**config.mk**
```make
export PLATFORM = sky130hd
export DESIGN_NAME = mc_ctrl
export DESIGN_NICKNAME = d
export VERILOG_FILES = /design/src/rtl/mc_pkg.sv /design/src/rtl/mc_decode.sv /design/src/rtl/mc_ctrl.sv
export SDC_FILE = /design/constraint.sdc
export NUM_CORES = 1
export LEC_CHECK = 0
export ABC_AREA = 1
export BUFFER_PORTS_ARGS = -buffer_cell sky130_fd_sc_hd__buf_2
export CORE_MARGIN = 3
export CORE_UTILIZATION = 55
export CTS_BUF_LIST = sky130_fd_sc_hd__clkbuf_4
export DETAILED_ROUTE_END_ITERATION = 10
export GPL_ROUTABILITY_DRIVEN = 1
export PLACE_DENSITY = 0.85
export SETUP_SLACK_MARGIN = 0.02
export SLEW_MARGIN = 20
export SYNTH_ARGS = -nofsm -noshare
export SYNTH_HDL_FRONTEND = slang
export SYNTH_SLANG_ARGS = --single-unit
```
**constraint.sdc**
```tcl
create_clock -name clk -period 4 [get_ports clk]
set_clock_uncertainty 0.2 [all_clocks]
set_input_delay 0.2 -clock clk [delete_from_list [all_inputs] [get_ports clk]]
set_output_delay 0.2 -clock clk [all_outputs]
set_load 0.02 [all_outputs]
```
**src/rtl/mc_pkg.sv**
```systemverilog
// Shared encodings for the multi-cycle MIPS control sequencer:
// FSM states, datapath select codes, ALU function codes and opcode/funct values.
package mc_pkg;

    typedef enum logic [2:0] {
        S_IF  = 3'd0,
        S_ID  = 3'd1,
        S_EXE = 3'd2,
        S_MEM = 3'd3,
        S_WB  = 3'd4
    } mc_state_t;

    localparam logic [2:0] NPC_PC4 = 3'b000;
    localparam logic [2:0] NPC_BEQ = 3'b001;
    localparam logic [2:0] NPC_J   = 3'b010;
    localparam logic [2:0] NPC_BNE = 3'b011;
    localparam logic [2:0] NPC_JR  = 3'b100;

    localparam logic [1:0] RD_RT = 2'b00;
    localparam logic [1:0] RD_RD = 2'b01;
    localparam logic [1:0] RD_RA = 2'b10;

    localparam logic [1:0] M2R_ALU = 2'b00;
    localparam logic [1:0] M2R_MEM = 2'b01;
    localparam logic [1:0] M2R_PC4 = 2'b10;

    localparam logic [1:0] EXT_ZERO = 2'b00;
    localparam logic [1:0] EXT_SIGN = 2'b01;
    localparam logic [1:0] EXT_LUI  = 2'b10;

    localparam logic [4:0] ALU_ADD  = 5'd0;
    localparam logic [4:0] ALU_SUB  = 5'd1;
    localparam logic [4:0] ALU_ADDU = 5'd2;
    localparam logic [4:0] ALU_SUBU = 5'd3;
    localparam logic [4:0] ALU_OR   = 5'd4;
    localparam logic [4:0] ALU_SLT  = 5'd5;
    localparam logic [4:0] ALU_SLL  = 5'd6;
    localparam logic [4:0] ALU_SRL  = 5'd7;
    localparam logic [4:0] ALU_SRA  = 5'd8;
    localparam logic [4:0] ALU_LUI  = 5'd9;

    localparam logic [5:0] OP_RTYPE = 6'h00;
    localparam logic [5:0] OP_J     = 6'h02;
    localparam logic [5:0] OP_JAL   = 6'h03;
    localparam logic [5:0] OP_BEQ   = 6'h04;
    localparam logic [5:0] OP_BNE   = 6'h05;
    localparam logic [5:0] OP_ADDI  = 6'h08;
    localparam logic [5:0] OP_SLTI  = 6'h0A;
    localparam logic [5:0] OP_ORI   = 6'h0D;
    localparam logic [5:0] OP_LUI   = 6'h0F;
    localparam logic [5:0] OP_LW    = 6'h23;
    localparam logic [5:0] OP_SW    = 6'h2B;

    localparam logic [5:0] FN_SLL  = 6'h00;
    localparam logic [5:0] FN_SRL  = 6'h02;
    localparam logic [5:0] FN_SRA  = 6'h03;
    localparam logic [5:0] FN_JR   = 6'h08;
    localparam logic [5:0] FN_ADD  = 6'h20;
    localparam logic [5:0] FN_ADDU = 6'h21;
    localparam logic [5:0] FN_SUB  = 6'h22;
    localparam logic [5:0] FN_SUBU = 6'h23;
    localparam logic [5:0] FN_SLT  = 6'h2A;

    typedef struct packed {
        logic r_alu;
        logic i_alu;
        logic lw;
        logic sw;
        logic beq;
        logic bne;
        logic j;
        logic jal;
        logic jr;
    } mc_class_t;

    typedef struct packed {
        mc_class_t  cls;
        logic       valid;
        logic [1:0] reg_dst;
        logic [1:0] mem_to_reg;
        logic [1:0] ext_op;
        logic       alu_src1;
        logic       alu_src2;
        logic [4:0] alu_op;
    } mc_dec_t;

endpackage

```
**src/rtl/mc_decode.sv**
```systemverilog
// Combinational instruction decoder: Op/Func to a one-hot class and the
// datapath select fields that stay constant while the instruction is in flight.
module mc_decode import mc_pkg::*; #(
    parameter bit JAL_LINK = 1'b1
) (
    input  logic [5:0] op,
    input  logic [5:0] func,
    output mc_dec_t    dec
);

    always_comb begin
        dec        = '0;
        dec.alu_op = ALU_ADDU;
        case (op)
            OP_RTYPE: begin
                case (func)
                    FN_ADDU: begin dec.cls.r_alu = 1'b1; dec.alu_op = ALU_ADDU; end
                    FN_SUBU: begin dec.cls.r_alu = 1'b1; dec.alu_op = ALU_SUBU; end
                    FN_ADD:  begin dec.cls.r_alu = 1'b1; dec.alu_op = ALU_ADD;  end
                    FN_SUB:  begin dec.cls.r_alu = 1'b1; dec.alu_op = ALU_SUB;  end
                    FN_SLT:  begin dec.cls.r_alu = 1'b1; dec.alu_op = ALU_SLT;  end
                    FN_SLL: begin
                        dec.cls.r_alu = 1'b1; dec.alu_op = ALU_SLL; dec.alu_src2 = 1'b1;
                    end
                    FN_SRL: begin
                        dec.cls.r_alu = 1'b1; dec.alu_op = ALU_SRL; dec.alu_src2 = 1'b1;
                    end
                    FN_SRA: begin
                        dec.cls.r_alu = 1'b1; dec.alu_op = ALU_SRA; dec.alu_src2 = 1'b1;
                    end
                    FN_JR:   dec.cls.jr = 1'b1;
                    default: ;
                endcase
            end
            OP_ORI: begin
                dec.cls.i_alu = 1'b1; dec.alu_op = ALU_OR; dec.alu_src1 = 1'b1;
            end
            OP_LUI: begin
                dec.cls.i_alu = 1'b1; dec.alu_op = ALU_LUI; dec.alu_src1 = 1'b1;
                dec.ext_op    = EXT_LUI;
            end
            OP_ADDI: begin
                dec.cls.i_alu = 1'b1; dec.alu_op = ALU_ADD; dec.alu_src1 = 1'b1;
                dec.ext_op    = EXT_SIGN;
            end
            OP_SLTI: begin
                dec.cls.i_alu = 1'b1; dec.alu_op = ALU_SLT; dec.alu_src1 = 1'b1;
                dec.ext_op    = EXT_SIGN;
            end
            OP_LW: begin
                dec.cls.lw     = 1'b1; dec.alu_src1 = 1'b1; dec.ext_op = EXT_SIGN;
                dec.mem_to_reg = M2R_MEM;
            end
            OP_SW: begin
                dec.cls.sw = 1'b1; dec.alu_src1 = 1'b1; dec.ext_op = EXT_SIGN;
            end
            OP_BEQ: begin
                dec.cls.beq = 1'b1; dec.alu_op = ALU_SUBU; dec.ext_op = EXT_SIGN;
            end
            OP_BNE: begin
                dec.cls.bne = 1'b1; dec.alu_op = ALU_SUBU; dec.ext_op = EXT_SIGN;
            end
            OP_J:    dec.cls.j = 1'b1;
            OP_JAL: begin
                dec.cls.jal = 1'b1;
                if (JAL_LINK) begin
                    dec.reg_dst    = RD_RA;
                    dec.mem_to_reg = M2R_PC4;
                end
            end
            default: ;
        endcase
        if (dec.cls.r_alu)
            dec.reg_dst = RD_RD;
        dec.valid = |dec.cls;
    end

endmodule

```
**src/rtl/mc_ctrl.sv**
```systemverilog
// Multi-cycle MIPS control sequencer: steps the shared datapath through
// IF/ID/EXE/MEM/WB with req/ready memory handshakes and a retired-instruction count.
module mc_ctrl import mc_pkg::*; #(
    parameter int CNT_W    = 32,
    parameter bit JAL_LINK = 1'b1
) (
    input  logic             clk,
    input  logic             rst,
    input  logic [5:0]       Op,
    input  logic [5:0]       Func,
    input  logic             Zero,
    input  logic             imem_ready,
    input  logic             dmem_ready,
    output logic             imem_req,
    output logic             dmem_req,
    output logic             PCWr,
    output logic             IRWr,
    output logic [2:0]       NPCOp,
    output logic [1:0]       RegDst,
    output logic             RegW,
    output logic             MemW,
    output logic [1:0]       MemToReg,
    output logic             ALUSrc1,
    output logic             ALUSrc2,
    output logic [4:0]       ALUOp,
    output logic [1:0]       EXTOp,
    output logic             illegal,
    output logic [2:0]       state,
    output logic [CNT_W-1:0] retire_cnt
);

    mc_dec_t   dec;
    mc_state_t cur_st;
    mc_state_t nxt_st;
    logic      retire;

    mc_decode #(.JAL_LINK(JAL_LINK)) u_decode (
        .op   (Op),
        .func (Func),
        .dec  (dec)
    );

    // Next state and retire event; the illegal path returns to IF without retiring.
    always_comb begin
        nxt_st = S_IF;
        retire = 1'b0;
        case (cur_st)
            S_IF: nxt_st = imem_ready ? S_ID : S_IF;
            S_ID: begin
                if (!dec.valid)
                    nxt_st = S_IF;
                else if (dec.cls.j || dec.cls.jal || dec.cls.jr)
                    retire = 1'b1;
                else
                    nxt_st = S_EXE;
            end
            S_EXE: begin
                if (dec.cls.beq || dec.cls.bne)
                    retire = 1'b1;
                else if (dec.cls.lw || dec.cls.sw)
                    nxt_st = S_MEM;
                else
                    nxt_st = S_WB;
            end
            S_MEM: begin
                if (!dmem_ready)
                    nxt_st = S_MEM;
                else if (dec.cls.lw)
                    nxt_st = S_WB;
                else
                    retire = 1'b1;
            end
            S_WB:    retire = 1'b1;
            default: nxt_st = S_IF;
        endcase
    end

    always_ff @(posedge clk) begin
        if (rst) begin
            cur_st     <= S_IF;
            retire_cnt <= '0;
        end else begin
            cur_st <= nxt_st;
            if (retire)
                retire_cnt <= retire_cnt + CNT_W'(1);
        end
    end

    always_comb begin
        imem_req = 1'b0;
        dmem_req = 1'b0;
        PCWr     = 1'b0;
        IRWr     = 1'b0;
        RegW     = 1'b0;
        MemW     = 1'b0;
        illegal  = 1'b0;
        NPCOp    = NPC_PC4;
        RegDst   = dec.reg_dst;
        MemToReg = dec.mem_to_reg;
        ALUSrc1  = dec.alu_src1;
        ALUSrc2  = dec.alu_src2;
        ALUOp    = dec.alu_op;
        EXTOp    = dec.ext_op;
        case (cur_st)
            S_IF: begin
                imem_req = 1'b1;
                PCWr     = imem_ready;
                IRWr     = imem_ready;
            end
            S_ID: begin
                if (!dec.valid) begin
                    illegal = 1'b1;
                end else if (dec.cls.j || dec.cls.jal) begin
                    PCWr  = 1'b1;
                    NPCOp = NPC_J;
                    RegW  = dec.cls.jal && JAL_LINK;
                end else if (dec.cls.jr) begin
                    PCWr  = 1'b1;
                    NPCOp = NPC_JR;
                end
            end
            S_EXE: begin
                if (dec.cls.beq) begin
                    NPCOp = NPC_BEQ;
                    PCWr  = Zero;
                end else if (dec.cls.bne) begin
                    NPCOp = NPC_BNE;
                    PCWr  = ~Zero;
                end
            end
            S_MEM: begin
                dmem_req = 1'b1;
                MemW     = dec.cls.sw;
            end
            S_WB:    RegW = 1'b1;
            default: ;
        endcase
        if (rst) begin
            imem_req = 1'b0;
            dmem_req = 1'b0;
            PCWr     = 1'b0;
            IRWr     = 1'b0;
            RegW     = 1'b0;
            MemW     = 1'b0;
            illegal  = 1'b0;
        end
    end

    assign state = cur_st;

endmodule

```
==> reports/results.ini, run 1 <==
[yosys]
netlist_top_cells_area = dfxtp_1, nand2_1, nand3_1
synth_top_cell_by_area = dfxtp_1
ys_ff_latch = 35
syn_area_per_cell_um2 = 6.04
synth_fp_nets = 472
syn_area_um2 = 2740
synth_top_area_share_pct = 25.5
netlist_instances = 454
synth_cell_types = 29
seq_area_frac_synth_pct = 25.5
yosys_warnings = 0

[worst_setup_path]
start_kind = flip-flop
required_ns = 3.60
timing.rr.start = state[0]$_SDFF_PP0_
crit_buf_inv = 3
reg2reg_slack_ns = 1.45
critPathSlowestCell = nand2_2
worstPathMaxFanout = 32
r2r_cells = 7
slowest_delay_ns = 0.51
cp_common_cell = inv_1
crit_type = flip-flop to output pin
critPathTopFamily = simple AND/OR/NAND/NOR gates
arrival_ns = 2.28
rr_endpoint = retire_cnt[0]$_SDFFE_PP0P_
crit_chain = inv_1 > nor3_1 > nand2_2 > nand3_1 > nand2_1 > inv_1 > buf_2
setup.worst_path.end_class = output pin

[timing]
period_needed_ns = 2.68
setup_tns_ns = 0
tightestPinTransition_ns = 0.804
clock.fmax_mhz = 373
maxSlewViolCount = 0
hold_violations = 0
setup_viol = 0
fin_crit_sh_pct = 67.0
worst_slew_margin_rel_pct = 46.4
grt_setup_unrepaired = false

[status]
status = completed

[detailed_routing]
drtPass1Iterations = 5
initialDrtViolationCount = 192
drcViolationCount = 0
totalWireLength_mm = 7.23
viasPerCell = 5.20
ant_nets = 0
vias = 3052
wire_per_inst_um = 12.3

[cts]
cts_resized = 0
cts_buffers = 5
cts_tree = done
clock_sinks = 35
cts_setup_buffers = 0
root_buffer = clkbuf_4
cts_buffer_depth = 2
path_clk_slew_ns = 0.10
cts_htree_levels = 2
worstSkewPairLatency_ns = 0.33

[cells_and_area]
design_area_um2 = 3160
areaGrowthSynthToFinish_pct = 15.4
final_cell_mix = nand2_1, buf_2, nor2_1
n_antenna_cell = 0
nNetsFinal = 539
final_common_cell = nand2_1
final_layout_size_suffix_gt1_share_pct = 22.1

[power]
pwr-share-comb_pct = 12.2
swShare_pct = 26.5
p_leak_nw = 1.41
pwr-share-seq_pct = 58.5
p_clk_share_pct = 29.3
powerDensity_nw_per_um2 = 190
vdd_ir_drop_max_mv = 0.151
power_switching_mw = 0.159
intPower_mw = 0.441

[placed_design]
dp_hpwl_mm = 5.59
io_buffers = 73
place.gp.congestion = 0.923
place_area_um2 = 3100

[grt]
grt_max_degree = 43
grt_pass1_wl_mm = 12.4
track_usage_pct = 25.2
grt_antenna_before_repair = 0
grt_pass1_vias = 2839
overflow = 0

[job]
cap_violations = 0

[min_path]
min-delay-path-class = primary input to flip-flop
min_from = Op[4]
hold_depth = 6
min_to = state[2]$_SDFF_PP0_

[die]
rows = 25
io_pins = 75
die_x_um = 76.6
dieHeight_um = 76.6
core_um2 = 4790
dieArea_um2 = 5870
initial_core_util_pct = 57.3

## worst register-to-register path, stage by stage (launching register included)
cell     delay [ns]
dfxtp_1        0.41
inv_1          0.08
nor3_1         0.45
nand2_2        0.51
nand2_4        0.48
inv_1          0.14
nor2_1         0.12
nor2_1         0.06
## final cells by class
type	instances	area, um^2
sequential	35	701
tap	67	83.8
fill	457	1620
multi-input combinational	364	1800
timing repair buffer	75	385
clock buffer	6	45.0
inverter	40	150
## timing repair
| action | in CTS | in global routing |
|---|---|---|
| endpoints found under the hold margin | 2 | 0 |
| hold buffers | 2 | 0 |
| endpoints found under the setup margin | 0 | 0 |
## worst max-delay path by stage
stage / start / depth (start not counted) / slack, ns / to
after floorplan: state[0]$_SDFF_PP0_ / 4 / 2.12 / illegal
after global placement: state[0]$_SDFF_PP0_ / 7 / 1.61 / retire_cnt[0]$_SDFFE_PP0P_
after detailed placement: state[0]$_SDFF_PP0_ / 7 / 1.52 / retire_cnt[0]$_SDFFE_PP0P_
after CTS: state[0]$_SDFF_PP0_ / 7 / 1.34 / PCWr
after global routing: state[0]$_SDFF_PP0_ / 7 / 1.09 / PCWr
final: state[0]$_SDFF_PP0_ / 7 / 1.32 / PCWr
## power by group through the flow
| stage | registers [mW] | clock network (mW) | logic [mW] |
|---|---|---|---|
| 2_1_floorplan | 0.360 | 0 | 0.0471 |
| 3_3_place_gp | 0.359 | 0 | 0.0695 |
| 3_5_place_dp | 0.359 | 0 | 0.0711 |
| 4_1_cts | 0.351 | 0.182 | 0.0729 |
| 5_1_grt | 0.351 | 0.200 | 0.0819 |
| 6_report | 0.351 | 0.176 | 0.0735 |
## registers in the layout (all words and copies together), names as in the netlist
name,cells
retire_cnt,32
state,3
## cells in the mapped netlist
cell type and number:
clkinv_1 1, nand2_1 124, o21ai_0 4, o211ai_1 3
ha_1 1, nand2_2 13, nand3b_1 4, nand4_1 3
buf_4 2, buf_6 3, inv_1 33, conb_1 1
xnor2_1 14, xor2_1 12, o22ai_1 2, o21bai_1 2
a21oi_2 10, nor2_4 4, a21oi_1 26, clkbuf_1 5
dfxtp_1 35, nor2_1 71, inv_2 6, nor2_2 2
nand2_4 1, nand3_1 59, buf_2 5, nor3_1 7
nor4_1 1
## per-stage QoR
stage               setup slack, ns  hold WS, ns  power [mW]  std cells  util [%]
floorplan                      2.12        0.167       0.407        454         -
detailed placement             1.52        0.310       0.430        579      64.8
CTS                            1.34        0.167       0.606        587      66.1
finish                         1.32        0.207       0.600        587      66.1
global placement               1.61        0.303       0.429        579      64.8
global route                   1.09        0.260       0.633        587      66.1
## per-layer routing
metal / routed length [um] / global-route usage [%]
met1: 3270 / 32.3
met3: 495 / 5.32
met5: 0 / 0
met2: 3330 / 41.7
met4: 129 / 8.70
## cells by family (layout without fill, tap and decap cells)
family	Yosys count	count (layout)	synth area share (%)
AND/OR/NAND/NOR	289	289	46.2
buffers and inverters	55	121	8.85
AO/OA/AOI/OAI	47	47	10.5
flip-flops	35	35	25.5
XOR/XNOR	26	26	8.30
adder cells (fa/ha/maj)	1	1	0.456
other	1	1	0.137
(Power assumes the default switching activity.)
==> inputs of run 2 (changes only) <==
Settings changed: CORE_UTILIZATION 55 to 49, PLACE_DENSITY 0.85 to 0.8.
Clock period 4 ns to 2.3 ns, I/O delays scaled along.
==> reports/results.ini, run 2 (synthesis gave the netlist of run 1 again) <==
[power]
total_power_mw = 1.08
p_leak_nw = 1.44
powerDensity_nw_per_um2 = 335
vdd_ir_drop_max_mv = 0.227

[die]
core_um2 = 5270
dieHeight_um = 80.8
io_pins = 75
rows = 26
die_x_um = 80.8
initial_core_util_pct = 52.0
dieArea_um2 = 6530

[worst_setup_path]
worstPathMaxFanout = 17
required_ns = 1.99
arrival_ns = 1.76
setup.worst_path.end_class = output pin
critPathSlowestCell = dfxtp_1
crit_chain = inv_1 > nor3_1 > buf_4 > nand2_2 > nand3_1 > nand2_1 > inv_1 > buf_2
slowest_delay_ns = 0.40
r2r_cells = 8
start_kind = flip-flop
cp_common_cell = inv_1
crit_type = flip-flop to output pin

[cts]
cts_htree_levels = 2
root_buffer = clkbuf_4
cts_resized = 0
worstSkewPairLatency_ns = 0.34
clock_sinks = 35
cts_buffer_depth = 2
path_clk_slew_ns = 0.10
cts_tree = done
cts_buffers = 5

[grt]
grt_max_degree = 34
grt_pass1_wl_mm = 13.1
grt_pass1_vias = 2846
overflow = 0
grt_antenna_before_repair = 0
track_usage_pct = 24.9

[timing]
tightestPinTransition_ns = 0.559
maxSlewViolCount = 0
setup_tns_ns = 0
worst_slew_margin_rel_pct = 62.8
hold_slack_ns = 0.0507
period_needed_ns = 2.07
clock.fmax_mhz = 483
layout_setup_ws_ns = 0.229
hold_violations = 0
fin_crit_sh_pct = 90.0
setup_viol = 0
grt_setup_unrepaired = false

[placed_design]
place.gp.congestion = 0.952
pre_cts_slack_ns = 0.163
io_buffers = 73
dp_hpwl_mm = 6.03

[cells_and_area]
areaGrowthSynthToFinish_pct = 17.2
final_layout_size_suffix_gt1_share_pct = 23.0
n_antenna_cell = 0
top_register = retire_cnt
nNetsFinal = 545
final_common_cell = nand2_1
final_cell_mix = nand2_1, buf_2, nor2_1
nFillCells = 538
largest_reg_flops = 32

[detailed_routing]
viasPerCell = 5.19
wire_per_inst_um = 12.9
vias = 3092
drcViolationCount = 0
drtPass1Iterations = 4
initialDrtViolationCount = 181
ant_nets = 0
totalWireLength_mm = 7.70

[min_path]
min-delay-path-class = primary input to flip-flop
hold_depth = 2

[job]
cap_violations = 0

[status]
status = completed

-- run 2: changes by cell type in the layout (fill, tap and decap cells not counted) --
cell,before,now
buf_4,0,6
-- run 2: layout make-up --
class / count / area (um^2) / share of cell area [%]
well taps: 70 / 87.6 / 2.73
flip-flops and latches: 35 / 701 / 21.8
repair buffers: 81 / 430 / 13.4
multi-input cells: 364 / 1800 / 56.0
clock buffers: 6 / 45.0 / 1.40
inverters: 40 / 150 / 4.67
-- run 2: path summary, 6_finish.rpt --
check                              startpoint                           to  slack, ns
setup / recovery          state[0]$_SDFF_PP0_                         PCWr       0.23
hold / removal                            rst  retire_cnt[15]$_SDFFE_PP0P_       0.05
setup reg to reg   retire_cnt[0]$_SDFFE_PP0P_  retire_cnt[16]$_SDFFE_PP0P_       0.29
hold reg to reg   retire_cnt[25]$_SDFFE_PP0P_  retire_cnt[25]$_SDFFE_PP0P_       0.32
-- run 2: metal layers --
layer  global-route usage (%)  up-vias  wire [um]
met2                     41.1       85       3600
li1                         -     1601          -
met4                     6.59        0         70
met3                     3.10        8        368
met1                     34.2     1398       3660
met5                        0        -          0
-- run 2: per-stage QoR --
step | cell area (um^2) | utilization, % | instances
floorplan | 2740 | - | 454
global placement | 3150 | 59.7 | 588
detailed placement | 3150 | 59.7 | 588
CTS | 3210 | 61.0 | 596
global route | 3210 | 61.0 | 596
finish | 3210 | 61.0 | 596
-- run 2: power by group --
| group | leakage, nW | switching, mW | internal (mW) |
|---|---|---|---|
| Sequential | 0.282 | 0.00277 | 0.608 |
| Combinational | 1.13 | 0.0903 | 0.0418 |
| Clock | 0.0276 | 0.212 | 0.121 |
| Total | 1.44 | 0.305 | 0.770 |
-- run 2: what timing repair did --
action | in CTS | in global routing
buffers inserted | 0 | 0
hold buffers | 2 | 0
hold endpoints to repair | 3 | 0
setup endpoints to repair | 0 | 0
-- run 2: worst max-delay path, delay by kind of cell, from the launching register on --
family        cells  cell delay, ns
buf+inv           4            0.44
flops             1            0.40
simple gates      4            0.56
